`src/rtl/fifo_dispatcher.sv`:
```
// Read-side FIFO dispatcher: pops one word at a time and delivers it to a single
// requesting reader. Readers are chosen round-robin, and the reader is held until it acks.
module fifo_dispatcher #(
    parameter int unsigned NUM_READERS = 2,
    parameter int unsigned DATA_W      = 8
) (
    input  logic                   i_clk,
    input  logic                   i_reset_n,
    input  logic                   i_empty,
    input  logic [DATA_W-1:0]      i_rdata,
    output logic                   o_re,
    input  logic [NUM_READERS-1:0] i_req,
    input  logic [NUM_READERS-1:0] i_ack,
    output logic [NUM_READERS-1:0] o_valid,
    output logic [DATA_W-1:0]      o_data,
    output logic                   o_busy
);

    localparam int unsigned PTR_W = $clog2(NUM_READERS);
    localparam logic [PTR_W-1:0] LAST = PTR_W'(NUM_READERS - 1);

    typedef enum logic [1:0] {IDLE, POP, DELIVER} state_t;

    state_t                 state, state_nxt;
    logic [PTR_W-1:0]       rr_ptr, rr_ptr_nxt;
    logic [PTR_W-1:0]       grant, grant_nxt;
    logic [PTR_W-1:0]       pick, idx;
    logic                   found;
    logic                   re_nxt;
    logic [NUM_READERS-1:0] valid_nxt;
    logic [DATA_W-1:0]      data_nxt;

    // Walk the request vector starting at rr_ptr, wrapping explicitly so that
    // NUM_READERS does not have to be a power of two.
    always_comb begin
        pick  = '0;
        found = 1'b0;
        idx   = rr_ptr;
        for (int unsigned i = 0; i < NUM_READERS; i++) begin
            if (!found && i_req[idx]) begin
                pick  = idx;
                found = 1'b1;
            end
            idx = (idx == LAST) ? '0 : idx + 1'b1;
        end
    end

    always_comb begin
        state_nxt  = state;
        re_nxt     = 1'b0;
        valid_nxt  = o_valid;
        data_nxt   = o_data;
        grant_nxt  = grant;
        rr_ptr_nxt = rr_ptr;
        unique case (state)
            IDLE: begin
                if (!i_empty && found) begin
                    grant_nxt = pick;
                    re_nxt    = 1'b1;
                    state_nxt = POP;
                end
            end
            POP: begin
                data_nxt        = i_rdata;
                valid_nxt       = '0;
                valid_nxt[grant] = 1'b1;
                state_nxt       = DELIVER;
            end
            DELIVER: begin
                if (i_ack[grant]) begin
                    valid_nxt  = '0;
                    rr_ptr_nxt = (grant == LAST) ? '0 : grant + 1'b1;
                    state_nxt  = IDLE;
                end
            end
            default: state_nxt = IDLE;
        endcase
    end

    always_ff @(posedge i_clk) begin
        if (!i_reset_n) begin
            state   <= IDLE;
            o_re    <= 1'b0;
            o_valid <= '0;
            o_data  <= '0;
            rr_ptr  <= '0;
            grant   <= '0;
        end else begin
            state   <= state_nxt;
            o_re    <= re_nxt;
            o_valid <= valid_nxt;
            o_data  <= data_nxt;
            rr_ptr  <= rr_ptr_nxt;
            grant   <= grant_nxt;
        end
    end

    assign o_busy = (state != IDLE);

endmodule

```
`config.mk`:
```
export PLATFORM = sky130hd
export DESIGN_NAME = fifo_dispatcher
export DESIGN_NICKNAME = d
export VERILOG_FILES = /design/src/rtl/fifo_dispatcher.sv
export SDC_FILE = /design/constraint.sdc
export NUM_CORES = 1
export LEC_CHECK = 0
export ABC_CLOCK_PERIOD_IN_PS = 2500
export CORE_AREA = 8 8 47 64
export DETAILED_ROUTE_END_ITERATION = 10
export DIE_AREA = 0 0 55 72
export GPL_TIMING_DRIVEN = 0
export HOLD_SLACK_MARGIN = 0.06
export PLACE_DENSITY_LB_ADDON = 0.25
export SETUP_SLACK_MARGIN = 0.3
export SYNTH_ARGS = -nofsm -noshare
export SYNTH_HDL_FRONTEND = slang
export SYNTH_SLANG_ARGS = --single-unit
```
`constraint.sdc`:
```
create_clock -name i_clk -period 2.5 [get_ports i_clk]
set_clock_uncertainty 0.05 [all_clocks]
set_input_delay 0.25 -clock i_clk [delete_from_list [all_inputs] [get_ports i_clk]]
set_output_delay 0.25 -clock i_clk [all_outputs]
set_load 0.05 [all_outputs]
```
==> flow_summary.json <==
{
  "crit_family": "buffers and inverters",
  "diodes": 0,
  "dpl_cell_area_um2": 883,
  "totalWireLength_mm": 1.38,
  "fmax_ghz": 0.510,
  "cts_buffer_depth": 2,
  "worst_pin_slew_ns": 0.501,
  "hp-class": "reg2reg",
  "core_area_um2": 2100,
  "endpoint_kind": "output port",
  "wire_per_inst_um": 11.5,
  "fin_crit_sh_pct": 78.5,
  "synth_cell_types": 21,
  "initial_core_util_pct": 28.3,
  "postRouteAntennaNets": 0,
  "synth_area_um2": 596,
  "row_count": 20,
  "cp_cell_sequence": "or2_2, clkdlybuf4s50_1",
  "antenna_found_initial": 0,
  "clock-sinks": 15,
  "die_h_um": 72,
  "cts_resized": 0,
  "synth.area.mux_share_pct": 1.68,
  "route.vias.total": 553,
  "final_hold_viol_count": 0,
  "path_clk_slew_ns": 0.08,
  "setup_viol": 0,
  "io_pins": 27,
  "cp.required_ns": 2.20,
  "reg2reg_slack_ns": 1.37,
  "htree_num_levels": 1,
  "min_period_ns": 1.96,
  "setup.worst_path.start_class": "flop",
  "critPathSlowestCell": "clkdlybuf4s50_1",
  "yosys.area_share.simple_pct": 25.2,
  "synth-xor-area-share_pct": 0,
  "post-route-drc-count": 0,
  "drive_gt1_share_pct": 9.18,
  "status": "completed",
  "p_total_mw": 0.502,
  "dr.pass1.iters": 3,
  "drt_iter0_markers": 17,
  "power.density_nw_per_um2": 552,
  "place_hpwl_mm": 1.10,
  "grt_pass1_wl_mm": 2.28,
  "cts_tree": "yes",
  "synth_cells": 68,
  "slew_headroom_pct": 66.5,
  "syn2layout_area_growth_pct": 52.7,
  "die_width_um": 55,
  "grt_max_degree": 11,
  "postSynthAreaPerCell_um2": 8.76,
  "drv_slew": 0,
  "synth-seq-area-share_pct": 50.4,
  "rsz0062_at_grt": "false",
  "cts_setup_buffers": 0,
  "critPathMaxFanout": 6,
  "clkLatencyLatePin_ns": 0.27,
  "synth-seq-cells": 15,
  "syn_nets": 83,
  "leakagePower_nw": 0.335,
  "cts_root_buf": "clkbuf_4",
  "nNetsFinal": 114,
  "vias_per_cell": 4.61,
  "fin_setup_tns_ns": 0,
  "portBuffers": 26,
  "cts_buffers": 3,
  "critical_path_buf_inv_count": 1,
  "synth.area.top_cells": "dfxtp_1, nand2_1, a21boi_1",
  "synth_top_family_by_area": "simple AND/OR/NAND/NOR gates",
  "synth_adder_area_share_pct": 0,
  "grt_usage_pct": 7.32,
  "synth_top_area_share_pct": 50.4,
  "ir_drop_mv": 0.291,
  "overflow": 0,
  "crit_type": "reg2out",
  "cp.arrival_ns": 1.66,
  "grt_pass1_vias": 549,
  "cts_hold_buf": 0,
  "dieArea_um2": 3960,
  "yosysTopAreaCell": "dfxtp_1",
  "drv_cap": 0,
  "synth_compound_gate_area_share_pct": 19.1,
  "ys_warn_count": 0,
  "slowest_delay_ns": 0.80,
  "design_area_um2": 910,
  "n_fill_cell": 224,
  "gp_congestion": 0.662
}
-- synth_stat cells, drive strengths merged --
cell / instances
nand2: 19
nor2b: 2
a21boi: 8
inv: 1
nor2: 1
buf: 2
or2: 1
dfxtp: 15
and2b: 1
a311oi: 1
nand2b: 3
a41o: 1
clkbuf: 1
mux2i: 1
nor3: 3
nor3b: 1
o21ai: 3
a21oi: 4
-- sequential cells by signal, indices dropped and copies added, names as in the netlist --
signal   cells
state        2
grant        1
o_data       8
o_valid      2
rr_ptr       1
o_re         1
-- cell usage in the layout (no fill, tap or decap) --
cell type and count:
clkdlybuf4s50_1 26, inv_1 1, clkbuf_2 1, nor2b_2 1
o21ai_0 2, nor3b_2 1, a41o_1 1, nor2_1 1
a21boi_1 8, and2b_1 1, a21oi_1 4, buf_4 1
or2_2 1, buf_2 1, nand2_1 19, dfxtp_1 15
nand2b_1 3, o21ai_1 1, nor3_1 3, nor2b_1 1
mux2i_1 1, clkbuf_4 3, clkbuf_1 1, a311oi_1 1
-- cell families (layout without fill, tap and decap cells) --
group	count (synthesis)	count (layout)
simple gates	31	31
compound gates	17	17
flops	15	15
mux	1	1
buf+inv	4	34
-- power by group --
part	internal, mW	leakage (nW)	switching (mW)
sequential	0.250	0.122	0.00709
combinational	0.0514	0.198	0.0613
clock	0.0617	0.0150	0.0702
-- path summary, 6_finish.rpt --
kind | start | end | depth (start not counted)
setup reg to reg | state[0]$_SDFFE_PN0P_ | o_valid[0]$_SDFFE_PN0P_ | 4
hold reg to reg | o_data[0]$_SDFFE_PN0P_ | o_data[0]$_SDFFE_PN0P_ | 2
setup / recovery | state[1]$_SDFFE_PN0P_ | o_busy | 2
hold / removal | o_data[0]$_SDFFE_PN0P_ | o_data[0]$_SDFFE_PN0P_ | 2
-- routing by layer --
metal	track usage, %	vias to the layer above	routed length [um]
met5	0	-	0
met4	3.22	0	10
met3	2.86	2	195
met2	9.99	23	558
met1	9.75	240	614
li1	-	288	-
-- metrics by stage --
step	hold WS [ns]	setup slack (ns)	std cells	util, %
3_5_place_dp	0.396	0.850	116	42.0
3_3_place_gp	0.389	0.849	116	42.0
4_1_cts	0.408	0.535	120	43.3
2_1_floorplan	0.279	1.44	68	-
5_1_grt	0.432	0.484	120	43.3
6_report	0.404	0.539	120	43.3
-- tightest hold or removal path, delay by kind of cell, from the launching register on --
family,cells,cell delay [ns]
DFF,1,0.31
and+or+nand+nor,1,0.05
AOI/OAI and AO/OA,1,0.05
-- area by class of cell --
cell class / instances / area (um^2) / area share [%]
Sequential cell: 15 / 300 / 33.0
Clock buffer: 4 / 26.3 / 2.89
Timing Repair Buffer: 26 / 260 / 28.6
Buffer: 3 / 17.5 / 1.93
Inverter: 1 / 3.75 / 0.413
Multi-Input combinational cell: 49 / 274 / 30.1
Tap cell: 22 / 27.5 / 3.03
(Power assumes the default switching activity.)
